`src/rtl/loba_merge_16_4.sv`:
```
// LOBA 16/4 segment merger: rebuilds a 16-bit operand from (xh,kh) and (xl,kl) in a two-stage valid/ready pipeline.
// Optional define LOBA_MERGE_ROUND_EN adds a half-LSB compensation to the lowest present segment.
module loba_merge_16_4 #(
    parameter int unsigned W    = 16,
    parameter int unsigned S    = 4,
    parameter int unsigned ERRW = 8
) (
    input  logic            clk,
    input  logic            rst_n,
    input  logic            in_valid,
    output logic            in_ready,
    input  logic [S-1:0]    xh,
    input  logic [S-1:0]    kh,
    input  logic [S-1:0]    xl,
    input  logic [S-1:0]    kl,
    output logic            out_valid,
    input  logic            out_ready,
    output logic [W-1:0]    x_out,
    output logic            err_out,
    output logic [ERRW-1:0] err_cnt,
    input  logic            err_clr
);

    localparam int unsigned SUMW = W + 1;
    localparam int unsigned KW   = S + 1;

    // Pipeline advance conditions; in_ready is combinational from out_ready.
    logic s1_valid;
    logic s1_adv;
    logic s2_adv;

    assign s2_adv   = !out_valid || out_ready;
    assign s1_adv   = !s1_valid || s2_adv;
    assign in_ready = s1_adv;

    // Stage-1 decode: shift amounts, low-segment presence and tuple sanity.
    logic [S-1:0] sh_c;
    logic [S-1:0] sl_c;
    logic         lo_en_c;
    logic         bad_c;

    always_comb begin
        sh_c    = '0;
        sl_c    = '0;
        lo_en_c = 1'b0;
        bad_c   = 1'b0;

        if (kh >= S'(3)) begin
            sh_c = kh - S'(3);
        end

        lo_en_c = (kl >= S'(3)) && (kl <= S'(11));
        if (lo_en_c) begin
            sl_c = kl - S'(3);
        end

        if (kh < S'(3)) begin
            bad_c = 1'b1;
        end
        if ((kh > S'(3)) && !xh[S-1]) begin
            bad_c = 1'b1;
        end
        if ((kl == S'(1)) || (kl == S'(2)) || (kl >= S'(12))) begin
            bad_c = 1'b1;
        end
        // kl > kh-4 evaluated without underflow.
        if ((kl != '0) && ((KW'(kl) + KW'(4)) > KW'(kh))) begin
            bad_c = 1'b1;
        end
        if ((kl > S'(3)) && !xl[S-1]) begin
            bad_c = 1'b1;
        end
    end

`ifdef LOBA_MERGE_ROUND_EN
    logic         rnd_en_c;
    logic [S-1:0] rnd_sh_c;
    logic         s1_rnd_en;
    logic [S-1:0] s1_rnd_sh;

    always_comb begin
        rnd_en_c = 1'b0;
        rnd_sh_c = '0;
        if (kl >= S'(4)) begin
            rnd_en_c = 1'b1;
            rnd_sh_c = kl - S'(4);
        end else if ((kl == '0) && (kh >= S'(4))) begin
            rnd_en_c = 1'b1;
            rnd_sh_c = kh - S'(4);
        end
    end

    always_ff @(posedge clk or negedge rst_n) begin
        if (!rst_n) begin
            s1_rnd_en <= 1'b0;
            s1_rnd_sh <= '0;
        end else if (s1_adv && in_valid) begin
            s1_rnd_en <= rnd_en_c;
            s1_rnd_sh <= rnd_sh_c;
        end
    end
`endif

    // Stage-1 register.
    logic [S-1:0] s1_xh;
    logic [S-1:0] s1_xl;
    logic [S-1:0] s1_sh;
    logic [S-1:0] s1_sl;
    logic         s1_lo_en;
    logic         s1_err;

    always_ff @(posedge clk or negedge rst_n) begin
        if (!rst_n) begin
            s1_valid <= 1'b0;
            s1_xh    <= '0;
            s1_xl    <= '0;
            s1_sh    <= '0;
            s1_sl    <= '0;
            s1_lo_en <= 1'b0;
            s1_err   <= 1'b0;
        end else if (s1_adv) begin
            s1_valid <= in_valid;
            if (in_valid) begin
                s1_xh    <= xh;
                s1_xl    <= xl;
                s1_sh    <= sh_c;
                s1_sl    <= sl_c;
                s1_lo_en <= lo_en_c;
                s1_err   <= bad_c;
            end
        end
    end

    // Stage-2 datapath: 17-bit sum so a carry out can be detected and saturated.
    logic [SUMW-1:0] hi_c;
    logic [SUMW-1:0] lo_c;
    logic [SUMW-1:0] rnd_c;
    logic [SUMW-1:0] sum_c;

    always_comb begin
        hi_c  = SUMW'(s1_xh) << s1_sh;
        lo_c  = '0;
        rnd_c = '0;
        if (s1_lo_en) begin
            lo_c = SUMW'(s1_xl) << s1_sl;
        end
`ifdef LOBA_MERGE_ROUND_EN
        if (s1_rnd_en) begin
            rnd_c = SUMW'(1) << s1_rnd_sh;
        end
`endif
        sum_c = hi_c + lo_c + rnd_c;
    end

    // Stage-2 register drives the outputs directly.
    always_ff @(posedge clk or negedge rst_n) begin
        if (!rst_n) begin
            out_valid <= 1'b0;
            x_out     <= '0;
            err_out   <= 1'b0;
        end else if (s2_adv) begin
            out_valid <= s1_valid;
            if (s1_valid) begin
                x_out   <= sum_c[SUMW-1] ? {W{1'b1}} : sum_c[W-1:0];
                err_out <= s1_err || sum_c[SUMW-1];
            end
        end
    end

    // Saturating malformed-output counter; clear wins over increment.
    always_ff @(posedge clk or negedge rst_n) begin
        if (!rst_n) begin
            err_cnt <= '0;
        end else if (err_clr) begin
            err_cnt <= '0;
        end else if (out_valid && out_ready && err_out && (err_cnt != {ERRW{1'b1}})) begin
            err_cnt <= err_cnt + ERRW'(1);
        end
    end

endmodule
```
`config.mk`:
```
export PLATFORM = sky130hd
export DESIGN_NAME = loba_merge_16_4
export DESIGN_NICKNAME = d
export VERILOG_FILES = /design/src/rtl/loba_merge_16_4.sv
export SDC_FILE = /design/constraint.sdc
export NUM_CORES = 1
export LEC_CHECK = 0
export ABC_AREA = 1
export BUFFER_PORTS_ARGS = -buffer_cell sky130_fd_sc_hd__buf_2
export CAP_MARGIN = 25
export CORE_ASPECT_RATIO = 1.1
export CORE_MARGIN = 2
export CORE_UTILIZATION = 51
export CTS_CLUSTER_DIAMETER = 200
export DETAILED_ROUTE_END_ITERATION = 8
export PLACE_DENSITY = 0.78
export SLEW_MARGIN = 20
export SYNTH_ARGS = -nofsm -noshare
export SYNTH_HDL_FRONTEND = slang
export SYNTH_SLANG_ARGS = --single-unit
export TNS_END_PERCENT = 5
```
`constraint.sdc`:
```
create_clock -name clk -period 2.5 [get_ports clk]
set_input_delay 0.375 -clock clk [delete_from_list [all_inputs] [get_ports clk]]
set_output_delay 0.375 -clock clk [all_outputs]
set_load 0.05 [all_outputs]
```
==> impl_metrics.py <==
metrics = {
    "global_route": {
        "use_met1": 0.342,
        "busiest_layer": "met2",
        "gr-total-overflow": 0,
        "grt_pass1_wl_mm": 17.5,
        "grt_antenna_before_repair": 0,
        "use_met2": 0.456,
        "use_met3": 0.0385,
        "grt_util_all_layers": 0.267,
        "grt_pass1_vias": 3948,
        "grt_max_degree": 46,
    },
    "sta": {
        "slew_headroom": 0.620,
        "grt_setup_unrepaired": "true",
        "fin_crit_ps": 2560,
        "finalMaxSlewViolations": 0,
        "setup_ws_ps": -61.3,
        "setup-violations-final": 11,
        "fin_crit_sh": 1.02,
        "fin_skew_ps": 10.9,
        "worst-slew-pin-transition_ps": 570,
        "hold_viol": 0,
        "fmax_mhz": 390,
    },
    "outcome": {
        "status": "finished with violations",
        "violations": "negative setup slack",
    },
    "placement": {
        "dp_slack_ps": -235,
        "place_hpwl_mm": 8.20,
        "io_buffers": 47,
        "finalWeightedCongestion": 0.965,
    },
    "pwr": {
        "p_leak_nw": 2.84,
        "cellPowerDensity_nw_per_um2": 665,
        "power_mw": 3.27,
        "ir_worst_vdd_mv": 0.478,
    },
    "cts": {
        "cts_buffer_depth": 2,
        "cts_made_buffers": 5,
        "clock_sinks": 45,
        "cts_tree": "yes",
        "ctsRootBufferMaster": "clkbuf_8",
        "path_clk_slew_ps": 90,
        "htree_levels": 2,
        "clk_latency_ps": 310,
    },
    "worst_setup_path": {
        "cp_data_required_time_ps": 2710,
        "crit_family": "simple AND/OR/NAND/NOR gates",
        "start_kind": "flip-flop",
        "endpoint_kind": "flip-flop",
        "critPathMaxFanout": 7,
        "critPathSlowestCell": "dfrtp_2",
        "path_buf_inv": 2,
        "crit_chain": "inv_1 > nor3_1 > a31oi_2 > nor2_1 > ha_1 > nand2_2 > nor2_1 > nand2_1 > nand2_2 > nand2_1 > nand2_1 > nand2_2 > nand2_4 > nand2_2 > nand2_1 > inv_1",
        "arrival_ps": 2780,
        "max_stage_delay_ps": 460,
        "path_class": "flip-flop to flip-flop",
    },
    "synth": {
        "synth_top_area_frac": 0.294,
        "synth_cells": 602,
        "synth.area.top_cells": "dfrtp_1 29%, nand2_1 21%, ha_1 9.1%",
        "avgSynthCellArea_sq_um": 6.36,
        "ys_ff_latch": 45,
        "yosysTopAreaCell": "dfrtp_1",
        "synthArstFlopShare": 1.00,
        "synth-main-ff-cell": "dfrtp_1",
        "synth_area_sq_um": 3830,
        "synth_nets": 653,
        "synth_edf_count": 0,
        "yosysSeqAreaShare": 0.294,
        "yosysWarnings": 0,
        "synth_cell_type_count": 33,
    },
    "drt": {
        "wire_per_inst_um": 13.3,
        "avgViaCountPerCell": 5.18,
        "vias": 4090,
        "drc": 0,
        "ant_nets": 0,
        "drt_iter0_drc": 243,
        "firstDrtPassIters": 5,
        "wl_mm": 10.5,
    },
    "finish": {
        "layout_common_cells": "188 x nand2_1, 88 x inv_1, 54 x nor2_1",
        "drive_gt1_frac": 0.292,
        "fin_util": 0.665,
        "layout.nets": 753,
        "n_antenna_cell": 0,
        "final_common_cell": "nand2_1",
        "syn_to_final_growth_pct": 28.2,
    },
    "min_path": {
        "min_path_type": "input pin to async pin",
    },
    "floorplan": {
        "start_util": 0.518,
        "die_w_um": 86.6,
        "fp.dieH_um": 94.9,
        "placementRows": 33,
        "num_io_pins": 48,
        "core-area_sq_um": 7390,
        "dieArea_sq_um": 8220,
    },
    "job": {
        "maxCapViolations": 0,
    },
}
==> worst reg2reg max path, cell delays in order, from the launching register on <==
cell	delay, ps
dfrtp_2	460
inv_1	270
nor3_1	110
a31oi_2	220
nor2_1	90
ha_1	380
nand2_2	80
nor2_1	120
nand2_1	70
nand2_2	120
nand2_1	80
nand2_1	100
nand2_2	100
nand2_4	120
nand2_2	60
nand2_1	70
inv_1	30
==> kinds of logic after synthesis <==
| kind of cell | share of synthesized area |
|---|---|
| AO/OA/AOI/OAI | 0.0875 |
| XOR/XNOR | 0.0229 |
| adder cells (fa/ha/maj) | 0.102 |
| buffers and inverters | 0.105 |
| flip-flops | 0.294 |
| AND/OR/NAND/NOR | 0.389 |
==> registers in the layout, indices dropped and copies added (netlist names) <==
| signal | count |
|---|---|
| s1_xh | 4 |
| s1_sl | 4 |
| err_cnt | 8 |
| s1_xl | 4 |
| err_out | 1 |
| s1_lo_en | 1 |
| s1_valid | 1 |
| out_valid | 1 |
| s1_err | 1 |
| x_out | 16 |
| s1_sh | 4 |
==> synth_stat cells (5+ instances only) <==
library cell  instances
or2_2                11
o21ai_0              20
o22ai_1               5
inv_1                92
nor2_1               66
nand3_1              33
dfrtp_1              45
nand2_1             216
a31oi_1               6
nand2_2               7
ha_1                 28
nand4_1               6
a21oi_1              22
xor2_1               10
==> final timing paths <==
kind | start | to | slack [ps] | cells past startpoint
max in group asynchronous | rst_n | s1_sl[2] | 2040 | 1
worst min register to register | x_out[13] | x_out[13] | 480 | 2
worst max register to register | s1_sl[2] | x_out[4] | -60 | 16
min in group clk | xl[1] | s1_xl[1] | 250 | 3
worst max-delay path | s1_sl[2] | x_out[4] | -60 | 16
worst min-delay path | rst_n | s1_sh[3] | 50 | 1
==> metal layers <==
| layer | part of all wire | vias up | wire length (um) |
|---|---|---|---|
| met5 | 0 | - | 0 |
| met4 | 0.029 | 0 | 301 |
| met3 | 0.043 | 19 | 454 |
| met2 | 0.49 | 108 | 5160 |
| met1 | 0.44 | 1877 | 4600 |
| li1 | - | 2086 | - |
==> cell type report <==
class | instances | area (sq um)
multi-input cells | 455 | 2570
clock inverters | 3 | 25.0
repair buffers | 100 | 652
flip-flops and latches | 45 | 1130
inverters | 95 | 357
fillers | 645 | 2480
well taps | 87 | 109
clock buffers | 5 | 68.8
==> through the flow <==
step	cell area, sq um	std cells	hold WS, ps	setup TNS, ps
2_1_floorplan	3830	602	79.4	0
3_3_place_gp	4530	780	469	-1130
3_5_place_dp	4530	780	460	-2860
4_1_cts	4720	790	244	-13.8
5_1_grt	4910	790	95.9	-3120
6_report	4910	790	50.6	-489
==> where the power goes <==
part / total, mW / internal [mW] / switching (mW)
Combinational: 1.79 / 0.615 / 1.18
Sequential: 0.989 / 0.880 / 0.109
Clock: 0.486 / 0.204 / 0.282
Total: 3.27 / 1.70 / 1.57
==> repair_timing <==
item	in CTS	in global routing
pin swaps	6	27
gates resized for setup	25	60
hold buffers	0	0
setup endpoints to repair	17	17
setup buffers	1	0
gates cloned	1	0
Power figures use the tool's default switching activity.
